$ cat config.mk
export PLATFORM = sky130hd
export DESIGN_NAME = trisc_datapath_flat
export DESIGN_NICKNAME = d
export VERILOG_FILES = /design/src/rtl/trisc_pkg.sv /design/src/rtl/trisc_datapath_if.sv /design/src/rtl/trisc_ram.sv /design/src/rtl/trisc_datapath.sv /design/src/flat_wrapper.sv
export SDC_FILE = /design/constraint.sdc
export NUM_CORES = 1
export LEC_CHECK = 0
export ABC_AREA = 1
export CELL_PAD_IN_SITES_DETAIL_PLACEMENT = 1
export CELL_PAD_IN_SITES_GLOBAL_PLACEMENT = 2
export CORE_ASPECT_RATIO = 0.7
export CORE_MARGIN = 2
export CORE_UTILIZATION = 35
export DETAILED_ROUTE_END_ITERATION = 10
export PLACE_DENSITY = 0.81
export SYNTH_ARGS = -nofsm -noshare
export SYNTH_HDL_FRONTEND = slang
export SYNTH_SLANG_ARGS = --single-unit
$ cat constraint.sdc
create_clock -name clock -period 1.9 [get_ports clock]
set_input_delay 0.475 -clock clock [delete_from_list [all_inputs] [get_ports clock]]
set_output_delay 0.475 -clock clock [all_outputs]
set_load 0.01 [all_outputs]
$ cat src/rtl/trisc_pkg.sv
// trisc_pkg: widths and opcode constants shared by the TRISC datapath and instruction decoder.
package trisc_pkg;
    localparam int DATA_W = 8;
    localparam int ADDR_W = 4;
    localparam logic [3:0] LDA = 4'h1;
    localparam logic [3:0] STA = 4'h2;
    localparam logic [3:0] ADD = 4'h3;
    localparam logic [3:0] SUB = 4'h4;
    localparam logic [3:0] XOR = 4'h5;
    localparam logic [3:0] INC = 4'h6;
    localparam logic [3:0] CLR = 4'h7;
    localparam logic [3:0] JMP = 4'h8;
    localparam logic [3:0] JPZ = 4'h9;
    localparam logic [3:0] JPN = 4'hA;
    localparam logic [3:0] HLT = 4'hF;
endpackage

$ cat src/rtl/trisc_datapath_if.sv
// trisc_datapath_if: controller strobes, program-load port and status returned by the datapath.
interface trisc_datapath_if
    import trisc_pkg::*;
#(
    parameter int DATA_W = trisc_pkg::DATA_W,
    parameter int ADDR_W = trisc_pkg::ADDR_W
);
    logic c0, c1, c2, c3, c4, c5, c7, c8, c9, c10, c11, c12, c13, c14;
    logic load_en;
    logic [ADDR_W-1:0] load_addr;
    logic [DATA_W-1:0] load_data;
    logic w, x, y, z;
    logic [DATA_W-1:0] acc_out;
    logic [ADDR_W-1:0] pc_out;
    logic zero, neg;
    modport master (
        output c0, c1, c2, c3, c4, c5, c7, c8, c9, c10, c11, c12, c13, c14,
        output load_en, load_addr, load_data,
        input w, x, y, z, acc_out, pc_out, zero, neg
    );
    modport slave (
        input c0, c1, c2, c3, c4, c5, c7, c8, c9, c10, c11, c12, c13, c14,
        input load_en, load_addr, load_data,
        output w, x, y, z, acc_out, pc_out, zero, neg
    );
endinterface

$ cat src/rtl/trisc_ram.sv
// trisc_ram: 16x8 program/data RAM with load-port write priority and a two-cycle read into MDR.
module trisc_ram
    import trisc_pkg::*;
#(
    parameter int DATA_W = trisc_pkg::DATA_W,
    parameter int ADDR_W = trisc_pkg::ADDR_W
) (
    input  logic              clock,
    input  logic              reset,
    input  logic [ADDR_W-1:0] addr,
    input  logic              rd,
    input  logic              wr_en,
    input  logic [DATA_W-1:0] wr_data,
    input  logic              load_en,
    input  logic [ADDR_W-1:0] load_addr,
    input  logic [DATA_W-1:0] load_data,
    output logic [DATA_W-1:0] rd_data,
    output logic [DATA_W-1:0] mdr
);
    logic [DATA_W-1:0] mem [0:(1<<ADDR_W)-1];
    logic [1:0] rd_cnt;
    always_ff @(posedge clock) begin
        if (load_en) mem[load_addr] <= load_data;
        else if (wr_en) mem[addr] <= wr_data;
    end
    assign rd_data = mem[addr];
    // MDR captures once at least one earlier consecutive c4 cycle has been seen
    always_ff @(posedge clock or posedge reset) begin
        if (reset) begin
            rd_cnt <= 2'd0;
            mdr    <= '0;
        end else begin
            rd_cnt <= rd ? (rd_cnt == 2'd2 ? 2'd2 : rd_cnt + 2'd1) : 2'd0;
            if (rd && rd_cnt != 2'd0) mdr <= rd_data;
        end
    end
endmodule

$ cat src/rtl/trisc_datapath.sv
// trisc_datapath: TRISC accumulator datapath executing controller strobes over PC, MAR, IR, ACC, ALU and RAM.
module trisc_datapath
    import trisc_pkg::*;
#(
    parameter int DATA_W = trisc_pkg::DATA_W,
    parameter int ADDR_W = trisc_pkg::ADDR_W
) (
    input logic clock,
    input logic reset,
    trisc_datapath_if.slave bus
);
    logic [ADDR_W-1:0] pc, mar, pc_next, mar_next;
    logic [DATA_W-1:0] ir, acc, acc_next, mdr, rd_data;
    trisc_ram #(.DATA_W(DATA_W), .ADDR_W(ADDR_W)) u_ram (
        .clock(clock), .reset(reset), .addr(mar), .rd(bus.c4),
        .wr_en(bus.c5), .wr_data(acc),
        .load_en(bus.load_en), .load_addr(bus.load_addr), .load_data(bus.load_data),
        .rd_data(rd_data), .mdr(mdr)
    );
    always_comb begin
        pc_next  = bus.c0 ? '0 : bus.c1 ? ir[ADDR_W-1:0] : bus.c2 ? pc + ADDR_W'(1) : pc;
        mar_next = bus.c3 ? pc : bus.c10 ? ir[ADDR_W-1:0] : mar;
        acc_next = bus.c8  ? '0 :
                   bus.c11 ? mdr :
                   bus.c14 ? acc + mdr :
                   bus.c12 ? acc - mdr :
                   bus.c13 ? acc ^ mdr :
                   bus.c9  ? acc + DATA_W'(1) : acc;
    end
    always_ff @(posedge clock or posedge reset) begin
        if (reset) begin
            pc  <= '0;
            mar <= '0;
            ir  <= '0;
            acc <= '0;
        end else begin
            pc  <= pc_next;
            mar <= mar_next;
            acc <= acc_next;
            if (bus.c7) ir <= rd_data;
        end
    end
    assign {bus.w, bus.x, bus.y, bus.z} = ir[DATA_W-1:DATA_W-4];
    assign bus.acc_out = acc;
    assign bus.pc_out  = pc;
    assign bus.zero    = (acc == '0);
    assign bus.neg     = acc[DATA_W-1];
endmodule

$ cat src/flat_wrapper.sv
// flat-port wrapper written by rule: the top's interface ports become plain ports
module trisc_datapath_flat import trisc_pkg::*;
#(
    parameter int DATA_W = trisc_pkg::DATA_W,
    parameter int ADDR_W = trisc_pkg::ADDR_W
)
  (clock, reset, bus_c0, bus_c1, bus_c2, bus_c3, bus_c4, bus_c5, bus_c7, bus_c8, bus_c9, bus_c10, bus_c11, bus_c12, bus_c13, bus_c14, bus_load_en, bus_load_addr, bus_load_data, bus_w, bus_x, bus_y, bus_z, bus_acc_out, bus_pc_out, bus_zero, bus_neg);
  trisc_datapath_if #(.DATA_W(DATA_W), .ADDR_W(ADDR_W)) bus_i ();
  input logic clock;
  input logic reset;
  input wire logic [$bits(bus_i.c0)-1:0] bus_c0;
  input wire logic [$bits(bus_i.c1)-1:0] bus_c1;
  input wire logic [$bits(bus_i.c2)-1:0] bus_c2;
  input wire logic [$bits(bus_i.c3)-1:0] bus_c3;
  input wire logic [$bits(bus_i.c4)-1:0] bus_c4;
  input wire logic [$bits(bus_i.c5)-1:0] bus_c5;
  input wire logic [$bits(bus_i.c7)-1:0] bus_c7;
  input wire logic [$bits(bus_i.c8)-1:0] bus_c8;
  input wire logic [$bits(bus_i.c9)-1:0] bus_c9;
  input wire logic [$bits(bus_i.c10)-1:0] bus_c10;
  input wire logic [$bits(bus_i.c11)-1:0] bus_c11;
  input wire logic [$bits(bus_i.c12)-1:0] bus_c12;
  input wire logic [$bits(bus_i.c13)-1:0] bus_c13;
  input wire logic [$bits(bus_i.c14)-1:0] bus_c14;
  input wire logic [$bits(bus_i.load_en)-1:0] bus_load_en;
  input wire logic [$bits(bus_i.load_addr)-1:0] bus_load_addr;
  input wire logic [$bits(bus_i.load_data)-1:0] bus_load_data;
  output wire logic [$bits(bus_i.w)-1:0] bus_w;
  output wire logic [$bits(bus_i.x)-1:0] bus_x;
  output wire logic [$bits(bus_i.y)-1:0] bus_y;
  output wire logic [$bits(bus_i.z)-1:0] bus_z;
  output wire logic [$bits(bus_i.acc_out)-1:0] bus_acc_out;
  output wire logic [$bits(bus_i.pc_out)-1:0] bus_pc_out;
  output wire logic [$bits(bus_i.zero)-1:0] bus_zero;
  output wire logic [$bits(bus_i.neg)-1:0] bus_neg;
  assign bus_i.c0 = bus_c0;
  assign bus_i.c1 = bus_c1;
  assign bus_i.c2 = bus_c2;
  assign bus_i.c3 = bus_c3;
  assign bus_i.c4 = bus_c4;
  assign bus_i.c5 = bus_c5;
  assign bus_i.c7 = bus_c7;
  assign bus_i.c8 = bus_c8;
  assign bus_i.c9 = bus_c9;
  assign bus_i.c10 = bus_c10;
  assign bus_i.c11 = bus_c11;
  assign bus_i.c12 = bus_c12;
  assign bus_i.c13 = bus_c13;
  assign bus_i.c14 = bus_c14;
  assign bus_i.load_en = bus_load_en;
  assign bus_i.load_addr = bus_load_addr;
  assign bus_i.load_data = bus_load_data;
  assign bus_w = bus_i.w;
  assign bus_x = bus_i.x;
  assign bus_y = bus_i.y;
  assign bus_z = bus_i.z;
  assign bus_acc_out = bus_i.acc_out;
  assign bus_pc_out = bus_i.pc_out;
  assign bus_zero = bus_i.zero;
  assign bus_neg = bus_i.neg;
  trisc_datapath #(.DATA_W(DATA_W), .ADDR_W(ADDR_W)) u_core (.clock(clock), .reset(reset), .bus(bus_i));
endmodule
==> metrics <==
Core ar.=approximately 0.022 mm²; min-delay worst type=in2async; Post-synth ARST share=about a fifth; synth warn=0; Syn Inst Count=around 750; Bufs on Longest Clock Path=2; vias in the first global route=between 6k and 7k; pin count of the biggest net entering global routing=between 40 and 50; top post-synthesis cells by area=edfxtp_1, dfrtp_1, nor2_1; Tcrit/Tclk final=109%; Max-slew headroom=about 68%; WP data arrival=between 1500 and 2000 ps; worst clock skew=roughly 10 ps; WL/cell=roughly 21 µm; Worst path max stage delay=roughly 400 ps; Num CTS Buffers=17; slowest CP cell=dfrtp_1; Yosys reg bits=between 150 and 200; clock-pin slew on the worst setup and hold paths=60 ps; Critical Path Start=u_core.bus.acc_out[0]$_DFFE_PP0P_; CP Class=reg2out; nets=between 900 and 1k; row count=45; PwrDens=roughly 1200 mW/mm²; GRT overflow=0; placed insts=roughly 1.1k; CP startpoint kind=register; Crit path max-delay family=flip-flops; fill count=2388; min setup slack post-route=-174 ps; Slew @ Worst Pin=roughly 470 ps; Distinct cells, synth=between 40 and 50; total power=~12 mW; worst skew pair latency=between 400 and 500 ps; syn avg cell area=roughly 10 µm²; DR vias/cell=~5.4; initial antenna violation count=0; Reg2Reg Depth=15; layout cells sized above 1=approximately a quarter; Synth top area share=around half; sequential fraction of the synthesis area=about three fifths; number of diodes=0; CP max FO=4; syn nets=~800; Main synth FF type=edfxtp_1; Post-Route WL=25000 µm; r2r endpoint=u_core.bus.acc_out[6]$_DFFE_PP0P_; First-pass DRT Iterations=5; full die area=approximately 0.024 mm²; top-count cell post-synth=edfxtp_1; Port Buffer Count=46; synthesized area=between 0.007 and 0.008 mm²; CP Data Required Time=between 1000 and 1500 ps; failing checks=negative setup slack; CTS tree=done; DRC viols=0; worst reg-to-reg setup slack=-110 ps; static leakage=3.96 nW; top post-synthesis cells by count=edfxtp_1, nor2_1, nand2_1, inv_1, o21ai_0; via count=about 6.3k; top cell type by total area after synthesis=edfxtp_1; placer congestion estimate=about 0.85; critical path endpoint category=output port; clk root buf=clkbuf_16; final hold violation count=0; Reg area=0.00470 mm²; Non-Filler Instances=about 1.2k; clk sink count=approximately 160; Final min period=about 2100 ps; first-pass GRT wire length=37700 µm; Max Slew Vio Count=0; final setup fails=3; Critical Path, Cell by Cell=inv_2, ha_4, nand4_1, nor4_2, buf_2; Layout area overhead=28.2%; DR iter-0 viols=about 590; area of the multi-input gates=between 0.002 and 0.003 mm²; Post-DRT Antenna Nets=0; H-tree levels=4; status=finished with violations; Peak VDD IR=roughly 0.63 mV; Fmax=482 MHz; Die W=approximately 180 µm; # Max-Cap Violations=0; EDFF count, synth=between 100 and 150; RSZ-0062 raised after global routing=yes; Post-DP HPWL=17800 µm; Reg-to-Reg Start=u_core.bus.acc_out[0]$_DFFE_PP0P_; Initial Util=a little over a third; Die H=between 100 and 150 µm; CP Buf/Inv Count=2; GRT Total Usage=roughly 22%; I/O pin cnt=47
## flip-flops by register name, summed over array words and instances (netlist names)
name and flops:
u_core.bus.acc_out 8, u_core.bus.pc_out 4, u_core.ir 8, u_core.mar 4
u_core.u_ram.mdr 8, u_core.u_ram.mem 128, u_core.u_ram.rd_cnt 2
## how the worst max path moves through the flow
stage | end | slack [ps] | cells after the start
floorplan | u_core.u_ram.mem[0][0]$_DFFE_PP_ | -80 | 5
global placement | u_core.u_ram.mem[5][7]$_DFFE_PP_ | -490 | 10
detailed placement | u_core.u_ram.mem[10][6]$_DFFE_PP_ | -580 | 6
CTS | bus_zero | -180 | 5
global route | bus_zero | -280 | 5
finish | bus_zero | -170 | 5
## logic make-up (layout without fill, tap and decap cells)
kind of cell,Yosys count,count (layout),synth area share (%)
buf+inv,102,232,6.46
flops,162,162,59.7
fa+ha+maj,22,22,3.69
compound gates,185,185,14.4
simple gates,269,270,14.3
mux,2,2,0.286
xor+xnor,10,10,1.11
## worst register-to-register path: stages (launching register included)
cell and delay [ps]:
dfrtp_1 390, inv_2 110, buf_4 130, ha_4 120, inv_2 40, fa_2 400
nand2_4 90, nand2_4 60, nand4_1 120, nand2_1 70, nand2_1 60, nand3_1 70
nand3_1 90, nand2_1 60, nand2_1 50, nand2_1 50
## cell usage in the layout, fill, tap and decap left out, types with 3 or more instances in the layout
cell type	instances
buf_6	6
o211ai_1	19
nor2_1	103
nand2_4	6
clkinv_2	4
dfrtp_1	29
a21oi_1	21
o21ai_0	44
ha_1	14
dfrtp_2	5
inv_4	3
buf_12	11
nand2_1	85
a31oi_1	14
nand3_4	3
clkbuf_16	20
o221ai_1	11
buf_4	73
xor2_1	9
nand3_2	3
clkbuf_1	4
dlygate4sd2_1	10
inv_1	47
o21ai_2	10
edfxtp_1	128
clkdlybuf4s50_1	33
nor2_2	13
o221ai_2	4
nand2_2	8
ha_4	5
inv_2	14
nand3_1	37
o22ai_1	9
o21ai_1	45
## power by group
part	total (mW)	switching, mW	leakage, nW	internal [mW]
Combinational	4.65	2.76	2.10	1.90
Sequential	4.42	0.228	1.57	4.20
Clock	3.32	1.38	0.287	1.94
Total	12.4	4.36	3.96	8.03
## routing by layer
metal  GRT usage (%)  vias up  part of all wire, %
li1                -     2882                    -
met1            32.0     3123                   47
met2            32.6      231                   44
met3            3.37       33                  6.9
met4            7.15        0                  1.7
met5               0        -                    0
## cell type report
cell class                 count  share of cell area, %
inverter                      64                   2.43
timing repair buffer         136                   12.7
clock inverter                 7                  0.434
tap                          282                   3.50
multi-input combinational    489                   29.1
clock buffer                  25                   5.25
sequential                   162                   46.6
## stage by stage
step           cell area, µm²  setup TNS (ps)  hold WS, ps  worst slack (ps)  util, %
2_1_floorplan            7890           -8910          480             -79.5        -
3_3_place_gp             9190          -87350          518              -494     42.1
3_5_place_dp             9190         -102910          520              -575     42.1
4_1_cts                  9860            -389          447              -183     45.1
5_1_grt                 10100           -1180          502              -275     46.2
6_report                10100            -371          448              -174     46.2
## what timing repair did
action,CTS,global route
hold buffers,0,0
setup buffers,4,3
pin swaps,7,14
endpoints found under the setup margin,139,145
gates resized for setup,41,56
gates cloned,0,1
No activity file was read; power rests on OpenSTA's default activity.
